$ cat src/rtl/lock_pkg.sv
// Shared types and helpers for the lock requester.
//   ch_state_e     : per-channel FSM state (IDLE/REQ/OWN/REL)
//   ch_rsp_t       : per-channel response bundle driven by lock_req_channel
//   onehot0_check  : 1 when at most one bit of the (zero-extended) vector is set
package lock_pkg;

  localparam int N_CH_DEF  = 4;
  localparam int LEN_W_DEF = 4;

  typedef enum logic [1:0] {
    IDLE = 2'd0,
    REQ  = 2'd1,
    OWN  = 2'd2,
    REL  = 2'd3
  } ch_state_e;

  typedef struct packed {
    logic ready;
    logic req;
    logic done;
    logic busy;
  } ch_rsp_t;

  // Clearing the lowest set bit leaves zero only for zero- or one-hot input.
  function automatic logic onehot0_check(input logic [31:0] v);
    return (v & (v - 32'd1)) == 32'd0;
  endfunction

endpackage

$ cat src/rtl/lock_req_channel.sv
// One requester channel: accepts a hold-length job, requests the lock,
// counts owned cycles (surviving preemption), then releases for one cycle
// while pulsing done.
//   clk, rst_n  : clock, async active-low reset
//   job_valid   : job offer; accepted whenever the channel is IDLE
//   job_len     : owned cycles to hold (0 is treated as 1)
//   grant       : this channel's grant bit from the arbiter
//   rsp         : ready/req/done/busy, all decoded from the state register
module lock_req_channel
  import lock_pkg::*;
#(
  parameter int LEN_W = LEN_W_DEF
) (
  input  logic             clk,
  input  logic             rst_n,
  input  logic             job_valid,
  input  logic [LEN_W-1:0] job_len,
  input  logic             grant,
  output ch_rsp_t          rsp
);

  ch_state_e        state_q, state_d;
  logic [LEN_W-1:0] rem_q, rem_d;
  logic             owned;
  logic             last;

  // req is a pure decode of the state flop, so it drops the instant reset
  // clears the state and never depends combinationally on grant.
  assign rsp.req   = (state_q == REQ) || (state_q == OWN);
  assign rsp.done  = (state_q == REL);
  assign rsp.busy  = (state_q != IDLE);
  assign rsp.ready = (state_q == IDLE);

  assign owned = rsp.req && grant;
  assign last  = (rem_q == LEN_W'(1));

  always_ff @(posedge clk or negedge rst_n) begin
    if (!rst_n) begin
      state_q <= IDLE;
      rem_q   <= '0;
    end else begin
      state_q <= state_d;
      rem_q   <= rem_d;
    end
  end

  always_comb begin
    state_d = state_q;
    rem_d   = rem_q;
    unique case (state_q)
      IDLE: begin
        if (job_valid) begin
          rem_d   = (job_len == '0) ? LEN_W'(1) : job_len;
          state_d = REQ;
        end
      end
      REQ: begin
        if (owned) begin
          if (last) begin
            state_d = REL;
          end else begin
            rem_d   = rem_q - LEN_W'(1);
            state_d = OWN;
          end
        end
      end
      OWN: begin
        if (owned) begin
          // rem stops at 1 on the final owned cycle so it can never wrap.
          if (last) begin
            state_d = REL;
          end else begin
            rem_d = rem_q - LEN_W'(1);
          end
        end else begin
          // Preempted: keep the remaining count and keep requesting.
          state_d = REQ;
        end
      end
      REL: begin
        state_d = IDLE;
      end
      default: begin
        state_d = IDLE;
      end
    endcase
  end

endmodule

$ cat src/rtl/lock_requester.sv
// Requester-side companion to the fixed-priority lock arbiter. Holds N_CH
// independent channels and watches the returned grant vector for protocol
// violations.
//   job_valid/job_len/job_ready : per-channel job handshake
//   req/grant                   : lock request / grant vectors
//   done                        : one-cycle pulse per completed job
//   busy                        : channel not IDLE
//   proto_err/err_clr           : sticky arbiter-violation flag and its clear
module lock_requester
  import lock_pkg::*;
#(
  parameter int N_CH  = N_CH_DEF,
  parameter int LEN_W = LEN_W_DEF
) (
  input  logic                  clk,
  input  logic                  rst_n,
  input  logic [N_CH-1:0]       job_valid,
  input  logic [N_CH*LEN_W-1:0] job_len,
  output logic [N_CH-1:0]       job_ready,
  output logic [N_CH-1:0]       req,
  input  logic [N_CH-1:0]       grant,
  output logic [N_CH-1:0]       done,
  output logic [N_CH-1:0]       busy,
  output logic                  proto_err,
  input  logic                  err_clr
);

  ch_rsp_t [N_CH-1:0] rsp;
  logic               err_set;

  for (genvar i = 0; i < N_CH; i++) begin : g_ch
    lock_req_channel #(.LEN_W(LEN_W)) u_ch (
      .clk       (clk),
      .rst_n     (rst_n),
      .job_valid (job_valid[i]),
      .job_len   (job_len[i*LEN_W +: LEN_W]),
      .grant     (grant[i]),
      .rsp       (rsp[i])
    );
    assign job_ready[i] = rsp[i].ready;
    assign req[i]       = rsp[i].req;
    assign done[i]      = rsp[i].done;
    assign busy[i]      = rsp[i].busy;
  end

  // Violation: more than one grant, or a grant to a channel not requesting.
  assign err_set = !onehot0_check(32'(grant)) || |(grant & ~req);

  // A violation in the same cycle as err_clr keeps the flag set.
  always_ff @(posedge clk or negedge rst_n) begin
    if (!rst_n)        proto_err <= 1'b0;
    else if (err_set)  proto_err <= 1'b1;
    else if (err_clr)  proto_err <= 1'b0;
  end

endmodule

$ cat config.mk
export PLATFORM = sky130hd
export DESIGN_NAME = lock_requester
export DESIGN_NICKNAME = d
export VERILOG_FILES = /design/src/rtl/lock_pkg.sv /design/src/rtl/lock_req_channel.sv /design/src/rtl/lock_requester.sv
export SDC_FILE = /design/constraint.sdc
export NUM_CORES = 1
export LEC_CHECK = 0
export ABC_CLOCK_PERIOD_IN_PS = 4900
export BUFFER_PORTS_ARGS = -buffer_cell sky130_fd_sc_hd__buf_2
export CAP_MARGIN = 20
export CORE_ASPECT_RATIO = 0.9
export CORE_MARGIN = 2
export CORE_UTILIZATION = 50
export DETAILED_ROUTE_END_ITERATION = 10
export PLACE_DENSITY = 0.72
export SLEW_MARGIN = 20
export SYNTH_ARGS = -nofsm -noshare
export SYNTH_HDL_FRONTEND = slang
export SYNTH_HIERARCHICAL = 1
export SYNTH_SLANG_ARGS = --single-unit
$ cat constraint.sdc
create_clock -name clk -period 4.9 [get_ports clk]
set_clock_uncertainty 0.2 [all_clocks]
set_input_delay 1.225 -clock clk [delete_from_list [all_inputs] [get_ports clk]]
set_output_delay 1.225 -clock clk [all_outputs]
set_load 0.02 [all_outputs]
# ---- Word-level counts from Yosys, hierarchy flattened
# Cells that the tools add are included.
dict set report word_totals {
  reg_bits 25
  input_bits 27
  output_inout_bits 17
  elab_cells 140
}
dict set report classes {
  n_addsub 5
  n_eq_ne 36
  mux 46
  bitwise_logic 3
  reduce_logical 41
}
# operator n
set ops {}
lappend ops {{2-to-1 mux 4 bit} 16}
lappend ops {{AND 4 x 32 -> 32 bit} 1}
lappend ops {{logical NOT 32 bit} 1}
lappend ops {{2-to-1 mux 2 bit} 16}
lappend ops {{one-hot mux 2 bit (4 select lines)} 4}
lappend ops {{one-hot mux 4 bit (2 select lines)} 4}
lappend ops {{nonzero test 2 bit} 9}
lappend ops {{== test 2 bit (second input constant)} 8}
lappend ops {{== test 4 x 1 -> 1 bit (second input constant)} 4}
lappend ops {{logical NOT 4 bit} 4}
lappend ops {{!= test 2 x 1 -> 1 bit (second input constant)} 8}
lappend ops {{!= test 2 bit (second input constant)} 8}
lappend ops {{AND reduction 4 bit} 4}
lappend ops {{subtractor 4 x 1 -> 4 bit (second input constant)} 4}
lappend ops {{!= test 3 bit (second input constant)} 4}
lappend ops {{AND reduction 3 bit} 4}
lappend ops {{== test 2 x 1 -> 1 bit (second input constant)} 4}
lappend ops {{logical NOT 2 bit} 4}
lappend ops {{OR reduction 2 bit} 4}
lappend ops {{2-to-1 mux 1 bit} 6}
lappend ops {{logical OR 1 bit} 5}
lappend ops {{subtractor 4 x 1 -> 5 bit (second input constant)} 1}
lappend ops {{AND 4 bit} 1}
lappend ops {{logical AND 1 bit} 4}
lappend ops {{3 further kinds} 3}

# ---- Depth between registers and ports, before layout
# Gate-level depths: netlist (run 1).
dict set report depth {
  word_depth 7
  mapped_depth 6
  depth_no_buf 6
}

# ---- Modules after synthesis
# Netlist (run 1), hierarchy kept.
# mod instances cells_each area_per_inst_um2 seq_area_each_um2
set modules_own_cells {}
lappend modules_own_cells {lock_req_channel 4 54 503.0 150.1}
lappend modules_own_cells {lock_requester 1 9 76.3 25.0}

# ---- Least setup slack after synthesis (run 1)
# No wires, ideal clock.
dict set report synth_path {
  kind {reg-to-output}
  startpoint {register g_ch[0].u_ch.state_q[0]}
  endpoint {output busy[0]}
  t_arrival_ns 1.048
  required_ns 3.475
  slack_ns 2.427
  path_stages_with_launch 4
  path_buffers 0
  cell_sequence {dfrtp_1 -> inv_1 -> ha_1 -> inv_1}
}
dict set report synth_between {
  elab_chain_len 1
}
# item line_no
set synth_rtl {}
lappend synth_rtl {{start, declared} lock_req_channel.sv:22} ;# ch_state_e state_q, state_d;
lappend synth_rtl {{start signal, assigned} lock_req_channel.sv:42} ;# state_q <= state_d;
lappend synth_rtl {{nonzero test 2 bit} lock_req_channel.sv:31} ;# assign rsp.busy = (state_q != IDLE);
lappend synth_rtl {{end, declared} lock_requester.sv:23} ;# output logic [N_CH-1:0] busy,
# No other way between the ends.

# ---- Worst setup path after layout (run 1)
dict set report layout_path {
  startpoint {register g_ch[2].u_ch.state_q[0]}
  endpoint {output req[2]}
}
dict set report layout_between {
  elab_chain_len 2
  word_cells_on_any_way 3
  classes_between {eq/ne (2); reduce/logical (1)}
}
# item line_no
set layout_rtl {}
lappend layout_rtl {{start, declared} lock_req_channel.sv:22}
lappend layout_rtl {{start signal, assigned} lock_req_channel.sv:42}
lappend layout_rtl {{== test 2 x 1 -> 1 bit / == test 2 bit (equally long branches)} lock_req_channel.sv:29} ;# assign rsp.req = (state_q == REQ) || (state_q == OWN);
lappend layout_rtl {{logical OR 1 bit *} lock_req_channel.sv:29}
lappend layout_rtl {{end, declared} lock_requester.sv:20} ;# output logic [N_CH-1:0] req,
# Every way passes the cells marked *; elsewhere a longest branch is shown, timed or not.

==> key figures, run 1 <==
Final layout
  • Fill cells: 371
  • Nets: 324
  • Share of cells above drive strength 1: 27.21%
  • Most frequent cells in the layout: buf_2 (43), inv_1 (30), dfrtp_1 (25)
  • N_diodes: 0
  • Layout area overhead: 15.34%
  • Commonest non-fill, non-tap cell in the layout: buf_2

Synthesis
  • Syn Nets: 276
  • Asr flop ratio synth: 100.0%
  • Post-synthesis compound-gate area fraction: 19.65%
  • Yosys warning total: 6
  • Mux cell area share after synthesis: 4.793%
  • Main combinational cell family by area after synthesis: simple AND/OR/NAND/NOR gates
  • Post-Synth XOR/XNOR Area: 0%
  • Seq cells post-synth: 25
  • Mapped Cells: 225
  • Mapped Area: 2088 sq um
  • Syn_area_per_cell: 9.281 sq um
  • Register area share after synthesis: 29.96%
  • Post-Synth Simple-Gate Area: 25.82%
  • EDFF count, synth: 0
  • Synth unique cells: 29
  • Adder-cell share of the synthesized area: 14.38%
  • Dominant synthesized flop cell: dfrtp_1

Min path
  • HP Class: reg2reg

Detailed routing
  • DR iter-0 viols: 82
  • Vias/cell: 5.663
  • Vias post-DR: 1812
  • # DRC: 0
  • WL/cell: 13.58 um
  • ANT nets after route: 0
  • WL final: 4344 um
  • Pre-antenna DRT Iters: 4

Setup path
  • Critical path, cell by cell: inv_1 > ha_1 > buf_2
  • Req. time, crit path: 3.47 ns
  • Crit end category: output port
  • CP max-delay cell: dfrtp_1
  • Critical path arrival: 1.48 ns
  • Critical path type: reg2out
  • Crit-path max FO: 8
  • Max incr delay on CP: 0.45 ns
  • Worst Setup Start Kind: register

Timing
  • Crit path time final: 2.906 ns
  • Max Freq: 344.2 MHz
  • Final Hold Viols: 0
  • Setup TNS Final: 0 ns
  • Worst slew pin tran: 0.5723 ns
  • Final setup viols: 0
  • Slew margin rel.: 61.84%
  • Final period utilization: 59.30%
  • RSZ-0062 raised after global routing: false
  • Fin Hold WS: 0.3473 ns
  • Slew Viols, Final: 0

Power
  • PD cells: 740.0 nW/um^2
  • Pint: 0.9058 mW
  • Pwr Total: 1.782 mW
  • P_leak: 1.166 nW
  • Clock Power Share: 7.1%
  • Switching share of power: 49.18%
  • Comb power frac: 67.5%
  • Net Switching: 0.8766 mW
  • Seq pwr share: 25.4%
  • Worst VDD drop: 371.2 uV

Global route
  • Largest net degree at the start of global routing: 26
  • First-pass GRT wire length: 7679 um
  • Initial antenna violation count: 0
  • Overflow after GRT: 0
  • Total track usage: 20.31%
  • Number of global-route vias before repair: 1666

Floorplan
  • Die X: 72.12 um
  • I/O pin count: 44
  • Initial Util: 51.61%
  • Core area: 4046 sq um
  • DIE HEIGHT: 65.31 um
  • FP Rows: 22
  • Die area: 4710 sq um

Clocking
  • Worst-path clk slew: 0.09 ns
  • Hold_buf cts: 0
  • Clock Root Buffer: clkbuf_8
  • Total CTS buffers: 3
  • CTS Buffer Depth: 2
  • CTS HTree Levels: 1
  • CTS sink cnt: 25
  • PostCTS Resize Cnt: 0
  • Post-CTS Setup Repair Bufs: 0
  • Worst skew pair latency: 0.27 ns
  • CTS tree: done

Placement
  • DP Wirelength: 3386 um
  • Port Buf Inserts: 43
  • GPL Wtd Cong: 0.8052

Run status
  • Status: finished, final reports clean

Run
  • Max_cap viols: 0
-- Yosys cell counts (all sizes together) (5+ instances only) --
| cell type | number | area (sq um) |
|---|---|---|
| dfrtp | 25 | 625.6 |
| nand3 | 8 | 40.04 |
| nand2 | 24 | 100.1 |
| inv | 30 | 112.6 |
| a32oi | 8 | 70.07 |
| nor2b | 9 | 56.30 |
| or3b | 5 | 53.80 |
| a31oi | 16 | 100.1 |
| a31o | 8 | 105.1 |
| nor3 | 8 | 40.04 |
| a21oi | 13 | 65.06 |
| ha | 24 | 300.3 |
-- cell type report --
cell class	instances	area, sq um	area share [%]
timing repair buffer	43	215.2	8.935
multi-input combinational	170	1350	56.05
tap	48	60.06	2.494
inverter	30	112.6	4.675
sequential	25	625.6	25.97
clock buffer	4	45.04	1.870
-- registers in the layout (all words and copies together), names as in the netlist --
register           cells
g_ch.u_ch/rem_q       16
g_ch.u_ch/state_q      8
proto_err              1
-- worst max-delay path: cells and delay by family (launching register included) --
kind | cells | cell delay (ns)
adders and majority gates | 1 | 0.45
buffers and inverters | 2 | 0.31
DFF | 1 | 0.45
-- final timing paths --
| path | from | endpoint | slack [ns] | cells past startpoint |
|---|---|---|---|---|
| max | g_ch[2].u_ch/state_q[0] | req[2] | 1.99 | 3 |
| min | g_ch[3].u_ch/state_q[1] | g_ch[3].u_ch/state_q[1] | 0.35 | 1 |
| max reg2reg | g_ch[3].u_ch/state_q[0] | g_ch[3].u_ch/rem_q[3] | 2.75 | 6 |
| min reg2reg | g_ch[3].u_ch/state_q[1] | g_ch[3].u_ch/state_q[1] | 0.35 | 1 |
| max in group asynchronous | rst_n | g_ch[1].u_ch/state_q[1] | 3.38 | 1 |
| min in group asynchronous | rst_n | g_ch[3].u_ch/rem_q[0] | 0.74 | 1 |
-- layer usage --
| layer | track usage (%) | share of wire, % |
|---|---|---|
| met5 | 0 | 0 |
| met4 | 4.245 | 0.87 |
| met3 | 2.914 | 3.4 |
| met2 | 32.91 | 44 |
| met1 | 28.82 | 51 |
-- cell families after synthesis --
| family | after synthesis |
|---|---|
| buffers and inverters | 30 |
| AO/OA/AOI/OAI | 55 |
| adder cells (fa/ha/maj) | 24 |
| multiplexers | 8 |
| flip-flops | 25 |
| AND/OR/NAND/NOR | 83 |
-- power by group through the flow --
stage	combinational, mW	clock (mW)	sequential, mW
2_1_floorplan	0.966	0	0.415
3_3_place_gp	1.19	0	0.445
3_5_place_dp	1.20	0	0.453
4_1_cts	1.21	0.132	0.448
5_1_grt	1.36	0.140	0.470
6_report	1.20	0.126	0.452
-- through the flow --
| stage | instance area, sq um | utilization, % | std cells | setup WS [ns] |
|---|---|---|---|---|
| after floorplan | 2088 | - | 225 | 2.427 |
| after global placement | 2364 | 58.41 | 316 | 2.280 |
| after detailed placement | 2364 | 58.41 | 316 | 2.276 |
| after CTS | 2409 | 59.52 | 320 | 1.985 |
| after global routing | 2409 | 59.52 | 320 | 1.900 |
| final | 2409 | 59.52 | 320 | 1.994 |
No activity file was read; power rests on OpenSTA's default activity.
==> run 2, diff against run 1 <==
--- a/config.mk
+++ b/config.mk
@@ -5,7 +5,8 @@
 export SDC_FILE = /design/constraint.sdc
 export NUM_CORES = 1
 export LEC_CHECK = 0
-export ABC_CLOCK_PERIOD_IN_PS = 4900
+export ABC_AREA = 1
+export ABC_CLOCK_PERIOD_IN_PS = 2800
 export BUFFER_PORTS_ARGS = -buffer_cell sky130_fd_sc_hd__buf_2
 export CAP_MARGIN = 20
 export CORE_ASPECT_RATIO = 0.9
==> constraint.sdc (replaced) <==
create_clock -name clk -period 2.8 [get_ports clk]
set_clock_uncertainty 0.2 [all_clocks]
set_input_delay 0.7 -clock clk [delete_from_list [all_inputs] [get_ports clk]]
set_output_delay 0.7 -clock clk [all_outputs]
set_load 0.02 [all_outputs]
==> run 2 against run 1 <==
Effect of this change:
- via count is 10% higher
- sequential share of layout area up 0.068 points
- highest routed layer unchanged
- combinational power up 77%
- final area is 0.26% lower
- largest cell class unchanged
- global-route usage is 0.70 points lower
- area after synthesis up 1.7%
- first-iteration DRC count decreased by 23%
- sequential power increased by 58%
==> key figures, run 2 <==
Run status
  • Status: finished, final reports clean

Setup path
  • Worst Setup Start Kind: register
  • Crit-path max FO: 11 (+3)
  • Critical path arrival: 1.57 ns (+0.09 ns)
  • Worst reg2reg path depth: 8 (+2)
  • Critical path type: reg2out
  • Worst r2r src: g_ch[2].u_ch/state_q[0]
  • Crit path launch: g_ch[2].u_ch/state_q[0]
  • Req. time, crit path: 1.90 ns (-1.57 ns)
  • Crit end category: output port

Final layout
  • Share of cells above drive strength 1: 17.45% (-9.8 points)
  • Core Util, Final: 58.97% (-0.56 points)
  • Number of flip-flops in the largest register: 16 (unchanged)
  • Commonest non-fill, non-tap cell in the layout: nand2_1
  • Regs by FF count: g_ch.u_ch/rem_q x16, g_ch.u_ch/state_q x8, proto_err x1
  • Nets: 413 (+27%)
  • Layout area overhead: 13.14%
  • Reg with most FFs: g_ch.u_ch/rem_q
  • N_diodes: 0 (unchanged)
  • Final instance area: 2402 sq um (-0.26%)
  • Fill cells: 413 (+11%)
  • Most frequent cells in the layout: nand2_1 (99), inv_1 (53), buf_2 (43)

Clocking
  • Post-CTS Setup Repair Bufs: 0 (unchanged)
  • PostCTS Resize Cnt: 0 (unchanged)
  • CTS sink cnt: 25 (unchanged)
  • Worst skew pair latency: 0.28 ns (about the same)
  • Worst-path clk slew: 0.10 ns (about the same)
  • CTS tree: done
  • Clock Root Buffer: clkbuf_8
  • CTS HTree Levels: 1 (unchanged)
  • CTS Buffer Depth: 2 (unchanged)
  • Total CTS buffers: 3 (unchanged)
  • Hold_buf cts: 0 (unchanged)

Run
  • Max_cap viols: 0 (unchanged)

Floorplan
  • Die X: 72.69 um (+0.79%)
  • DIE HEIGHT: 65.82 um (+0.78%)
  • Core area: 4074 sq um (+0.68%)
  • Die area: 4784 sq um (+1.6%)
  • I/O pin count: 44 (unchanged)
  • FP Rows: 22 (unchanged)
  • Initial Util: 52.12% (+0.51 points)

Global route
  • Largest net degree at the start of global routing: 26 (unchanged)
  • Overflow after GRT: 0 (unchanged)
  • First-pass GRT wire length: 7555 um (-1.6%)
  • Total track usage: 19.60% (-0.70 points)
  • Initial antenna violation count: 0 (unchanged)
  • Number of global-route vias before repair: 1773 (+6.4%)

Power
  • Clock Power Share: 7.4% (+0.3 points)
  • Switching share of power: 54.30% (+5.1 points)
  • Comb power frac: 69.3% (+1.8 points)
  • PD cells: 1274 nW/um^2 (+72%)
  • Net Switching: 1.662 mW (+90%)
  • Worst VDD drop: 881.5 uV (+140%)
  • Seq pwr share: 23.3% (-2.1 points)
  • P_leak: 1.364 nW (+17%)
  • Pint: 1.399 mW (+54%)

Detailed routing
  • # DRC: 0 (unchanged)
  • WL final: 4250 um (-2.2%)
  • DR iter-0 viols: 63 (-23%)
  • ANT nets after route: 0 (unchanged)
  • WL/cell: 10.39 um (-23%)
  • Vias/cell: 4.885 (-14%)
  • Pre-antenna DRT Iters: 4 (unchanged)
  • Vias post-DR: 1998 (+10%)

Timing
  • Fin Hold WS: 0.2096 ns (-0.1376 ns)
  • Max Freq: 404.4 MHz
  • Worst slew pin tran: 0.5691 ns (-0.003236 ns)
  • Final Hold Viols: 0 (unchanged)
  • RSZ-0062 raised after global routing: false
  • Crit path time final: 2.473 ns
  • Setup TNS Final: 0 ns (unchanged)
  • Final setup viols: 0 (unchanged)
  • Slew Viols, Final: 0 (unchanged)
  • Final period utilization: 88.32%
  • Slew margin rel.: 62.06% (+0.22 points)

Synthesis
  • Synth cell count leaders: nand2_1 (99), inv_1 (53), o21ai_0 (28)
  • Register area share after synthesis: 29.46% (-0.49 points)
  • Yosys warning total: 6 (unchanged)
  • Post-synth top area cell: dfrtp_1
  • Asr flop ratio synth: 100.0% (unchanged)
  • Seq cells post-synth: 25 (unchanged)
  • Ranking of synthesized cells by area: dfrtp_1 (29%), nand2_1 (18%), ha_1 (14%)
  • Yosys top cell area share: 29.46% (-0.49 points)
  • Mapped Area: 2123 sq um (+1.7%)
  • Mapped Cells: 318 (+41%)
  • Synth unique cells: 16 (-45%)
  • Most frequent cell after synthesis: nand2_1
  • Dominant synthesized flop cell: dfrtp_1
  • Syn_area_per_cell: 6.677 sq um (-28%)
  • EDFF count, synth: 0 (unchanged)
  • Syn Nets: 369 (+34%)

Placement
  • DP Wirelength: 3423 um (+1.1%)
  • Port Buf Inserts: 43 (unchanged)
  • DP Area: 2354 sq um (-0.42%)
  • GPL Wtd Cong: 0.7985 (-0.83%)

Min path
  • HP Class: in2async
-- run 2: layout make-up --
type	count	area [sq um]	area share, %
clock buffers	3	41.29	1.719
well taps	48	60.06	2.500
repair buffers	43	215.2	8.958
multi-input cells	228	1214	50.52
clock inverters	1	7.507	0.3125
inverters	61	239.0	9.948
flip-flops and latches	25	625.6	26.04
-- run 2: logic make-up (layout without fill, tap and decap cells) --
group / Yosys count / count (layout) / synth area share [%]
simple gates: 159 / 159 / 32.41
fa+ha+maj: 24 / 24 / 14.14
flops: 25 / 25 / 29.46
compound gates: 45 / 45 / 10.61
buf+inv: 65 / 108 / 13.38
-- run 2: power by group through the flow --
stage / registers, mW / logic, mW / clock network, mW
after floorplan: 0.686 / 1.78 / 0
after global placement: 0.712 / 2.11 / 0
after detailed placement: 0.722 / 2.13 / 0
after CTS: 0.714 / 2.14 / 0.234
after global routing: 0.745 / 2.47 / 0.249
final: 0.714 / 2.12 / 0.225
-- run 2: critical path, stage by stage, from the launching register on --
cell and delay [ns]:
dfrtp_1 0.42, inv_1 0.10, ha_1 0.53, buf_2 0.24
-- run 2: path summary, 6_finish.rpt --
path	endpoint	slack, ns
worst max-delay path	req[2]	0.33
worst min-delay path	g_ch[1].u_ch/state_q[0]	0.21
worst max register to register	g_ch[2].u_ch/rem_q[3]	0.86
worst min register to register	g_ch[1].u_ch/rem_q[3]	0.32
max in group asynchronous	g_ch[0].u_ch/rem_q[2]	1.81
min in group clk	g_ch[1].u_ch/rem_q[3]	0.32
-- run 2: metal layers --
layer / share of wire (%) / vias up / global-route usage (%)
li1: - / 1080 / -
met1: 49 / 876 / 27.29
met2: 46 / 40 / 32.50
met3: 4.8 / 2 / 4.116
met4: 0.28 / 0 / 2.083
met5: 0 / - / 0
-- run 2: through the flow --
stage | power [mW] | instances | worst slack, ns
floorplan | 2.467 | 318 | 0.8865
global placement | 2.818 | 405 | 0.6532
detailed placement | 2.853 | 405 | 0.6334
CTS | 3.089 | 409 | 0.3066
global route | 3.466 | 409 | 0.2208
finish | 3.061 | 409 | 0.3271
==> run 3, diff against run 2 <==
--- a/config.mk
+++ b/config.mk
@@ -5,11 +5,10 @@
 export SDC_FILE = /design/constraint.sdc
 export NUM_CORES = 1
 export LEC_CHECK = 0
-export ABC_AREA = 1
 export ABC_CLOCK_PERIOD_IN_PS = 2800
 export BUFFER_PORTS_ARGS = -buffer_cell sky130_fd_sc_hd__buf_2
 export CAP_MARGIN = 20
-export CORE_ASPECT_RATIO = 0.9
+export CORE_ASPECT_RATIO = 0.7
 export CORE_MARGIN = 2
 export CORE_UTILIZATION = 50
 export DETAILED_ROUTE_END_ITERATION = 10
==> run 3 against run 2 <==
Effect of this change:
- global-route usage increased by 0.99 points
- worst setup slack improved by 0.079 ns
- flip-flop and latch count stayed put
- via count is 7.6% lower
- final area rose by 0.63%
- largest cell class unchanged
- combinational power hardly changed
- register-to-register slack got worse by 0.19 ns
- sequential share of layout area decreased by 0.16 points
- critical path type unchanged
- critical path depth is the same
- clock power hardly changed
- utilization up 1.9 points
==> key figures, run 3 (synthesis gave the netlist of run 1 again) <==
Timing
  • Setup TNS Final: 0 ns (unchanged)
  • RSZ-0062 raised after global routing: false
  • Final setup viols: 0 (unchanged)
  • Slack of the critical path: 0.4060 ns (+0.07897 ns)
  • Crit path time final: 2.394 ns (-0.07897 ns)
  • Slew margin rel.: 62.46% (+0.40 points)
  • Final Hold Viols: 0 (unchanged)
  • Worst slew pin tran: 0.5630 ns (-0.006067 ns)
  • Max Freq: 417.7 MHz (+3.3%)
  • Final period utilization: 85.50% (-2.8 points)
  • Slew Viols, Final: 0 (unchanged)

Setup path
  • Worst path bufs/invs: 2 (unchanged)
  • Crit-path max FO: 8 (-3)
  • R2R Setup Slk: 0.67 ns (-0.19 ns)
  • Worst r2r src: g_ch[2].u_ch/state_q[0]
  • Critical path type: reg2out
  • Critical path arrival: 1.49 ns (-0.08 ns)
  • CP max-delay cell: dfrtp_1
  • Delay-heaviest family, CP: flip-flops
  • Crit end category: output port
  • Req. time, crit path: 1.90 ns (about the same)
  • Critical path, cell by cell: inv_1 > ha_1 > buf_2
  • Worst reg2reg path depth: 6 (-2)
  • Worst reg2reg endpoint: g_ch[2].u_ch/rem_q[3]
  • Worst Setup Start Kind: register
  • Max incr delay on CP: 0.45 ns (-0.08 ns)

Final layout
  • Fill cells: 361 (-13%)
  • Nets: 324 (-22%)
  • Reg with most FFs: g_ch.u_ch/rem_q
  • Regs by FF count: g_ch.u_ch/rem_q x16, g_ch.u_ch/state_q x8, proto_err x1
  • Share of cells above drive strength 1: 27.57% (+10 points)
  • Layout area overhead: 15.76%
  • Number of flip-flops in the largest register: 16 (unchanged)
  • N_diodes: 0 (unchanged)
  • Most frequent cells in the layout: buf_2 (43), inv_1 (30), dfrtp_1 (25)
  • Commonest non-fill, non-tap cell in the layout: buf_2

Detailed routing
  • Vias post-DR: 1846 (-7.6%)
  • # DRC: 0 (unchanged)
  • WL/cell: 13.86 um (+33%)
  • DR iter-0 viols: 57 (-9.5%)
  • Vias/cell: 5.698 (+17%)
  • Pre-antenna DRT Iters: 4 (unchanged)
  • WL final: 4491 um (+5.7%)
  • ANT nets after route: 0 (unchanged)

Global route
  • Largest net degree at the start of global routing: 26 (unchanged)
  • Initial antenna violation count: 0 (unchanged)
  • Number of global-route vias before repair: 1684 (-5.0%)
  • First-pass GRT wire length: 7714 um (+2.1%)
  • Total track usage: 20.60% (+0.99 points)
  • Overflow after GRT: 0 (unchanged)

Clocking
  • Clock Root Buffer: clkbuf_8
  • CTS tree: done
  • Post-CTS Setup Repair Bufs: 0 (unchanged)
  • CTS sink cnt: 25 (unchanged)
  • PostCTS Resize Cnt: 0 (unchanged)
  • Total CTS buffers: 3 (unchanged)
  • Hold_buf cts: 0 (unchanged)
  • Worst skew pair latency: 0.27 ns (about the same)
  • Worst-path clk slew: 0.10 ns (about the same)
  • CTS Buffer Depth: 2 (unchanged)
  • CTS HTree Levels: 1 (unchanged)

Placement
  • DP Wirelength: 3528 um (+3.1%)
  • Setup Slack @ Placement: 0.6643 ns (+0.03095 ns)
  • GPL Wtd Cong: 0.8888 (+11%)
  • Port Buf Inserts: 43 (unchanged)

Floorplan
  • Die X: 81.24 um (+12%)
  • FP Rows: 19 (-14%)
  • Die area: 4718 sq um (-1.4%)
  • DIE HEIGHT: 58.07 um (-12%)
  • Initial Util: 52.60% (+0.48 points)
  • I/O pin count: 44 (unchanged)
  • Core area: 3970 sq um (-2.5%)

Power
  • PD cells: 1298 nW/um^2 (+1.9%)
  • Pwr Total: 3.138 mW (+2.5%)
  • P_leak: 1.165 nW (-15%)
  • Worst VDD drop: 660.6 uV (-25%)

Run status
  • Status: finished, final reports clean

Run
  • Max_cap viols: 0 (unchanged)

Min path
  • HP Class: in2async
[run 3: cell count changes in the layout (fill, tap and decap cells not counted), moves of 9 or more]
cell     previous run  this run
nand2_1            99        20
o21ai_0            28         4
inv_1              53        30
a31oi_1             0        16
nor2_1             19         4
nand3_1            21         8
o21ai_1            12         0
nor2b_1             0         9
[run 3: area by class of cell]
type / count / area, sq um / area share (%)
Tap cell: 52 / 65.06 / 2.692
Sequential cell: 25 / 625.6 / 25.88
Multi-Input combinational cell: 170 / 1350 / 55.85
Clock buffer: 3 / 41.29 / 1.708
Inverter: 30 / 112.6 / 4.658
Timing Repair Buffer: 43 / 215.2 / 8.903
Clock inverter: 1 / 7.507 / 0.3106
[run 3: power by group]
part / internal, mW / switching (mW)
clock: 0.101 / 0.126
sequential: 0.553 / 0.239
combinational: 0.930 / 1.19
total: 1.58 / 1.55
[run 3: worst reg2reg max path: stages (launching register included)]
cell	delay (ns)
dfrtp_1	0.46
inv_1	0.09
ha_1	0.44
nand2_2	0.12
or4_1	0.41
a32oi_1	0.20
o21ai_0	0.10
[run 3: through the flow]
stage	std cells	hold WS [ns]	utilization [%]	cell area, sq um
2_1_floorplan	225	0.2044	-	2088
3_3_place_gp	320	0.3359	59.66	2369
3_5_place_dp	320	0.3372	59.66	2369
4_1_cts	324	0.2272	60.89	2417
5_1_grt	324	0.2443	60.89	2417
6_report	324	0.2013	60.89	2417
[run 3: how the worst max path moves through the flow]
stage | start | end | slack, ns | cells past startpoint
finish | g_ch[1].u_ch/state_q[0] | req[1] | 0.41 | 3
global placement | g_ch[2].u_ch/state_q[0] | g_ch[2].u_ch/rem_q[0] | 0.69 | 6
detailed placement | g_ch[2].u_ch/state_q[0] | g_ch[2].u_ch/rem_q[3] | 0.66 | 6
floorplan | g_ch[1].u_ch/state_q[0] | g_ch[1].u_ch/rem_q[3] | 0.74 | 6
global route | g_ch[3].u_ch/state_q[0] | req[3] | 0.32 | 3
CTS | g_ch[2].u_ch/state_q[0] | req[2] | 0.39 | 3
[run 3: per-layer routing]
metal	global-route usage, %	share of wire (%)	vias up
li1	-	-	923
met1	31.28	52	874
met2	31.29	43	49
met3	3.738	5.0	0
met4	2.906	0	0
met5	0	0	-
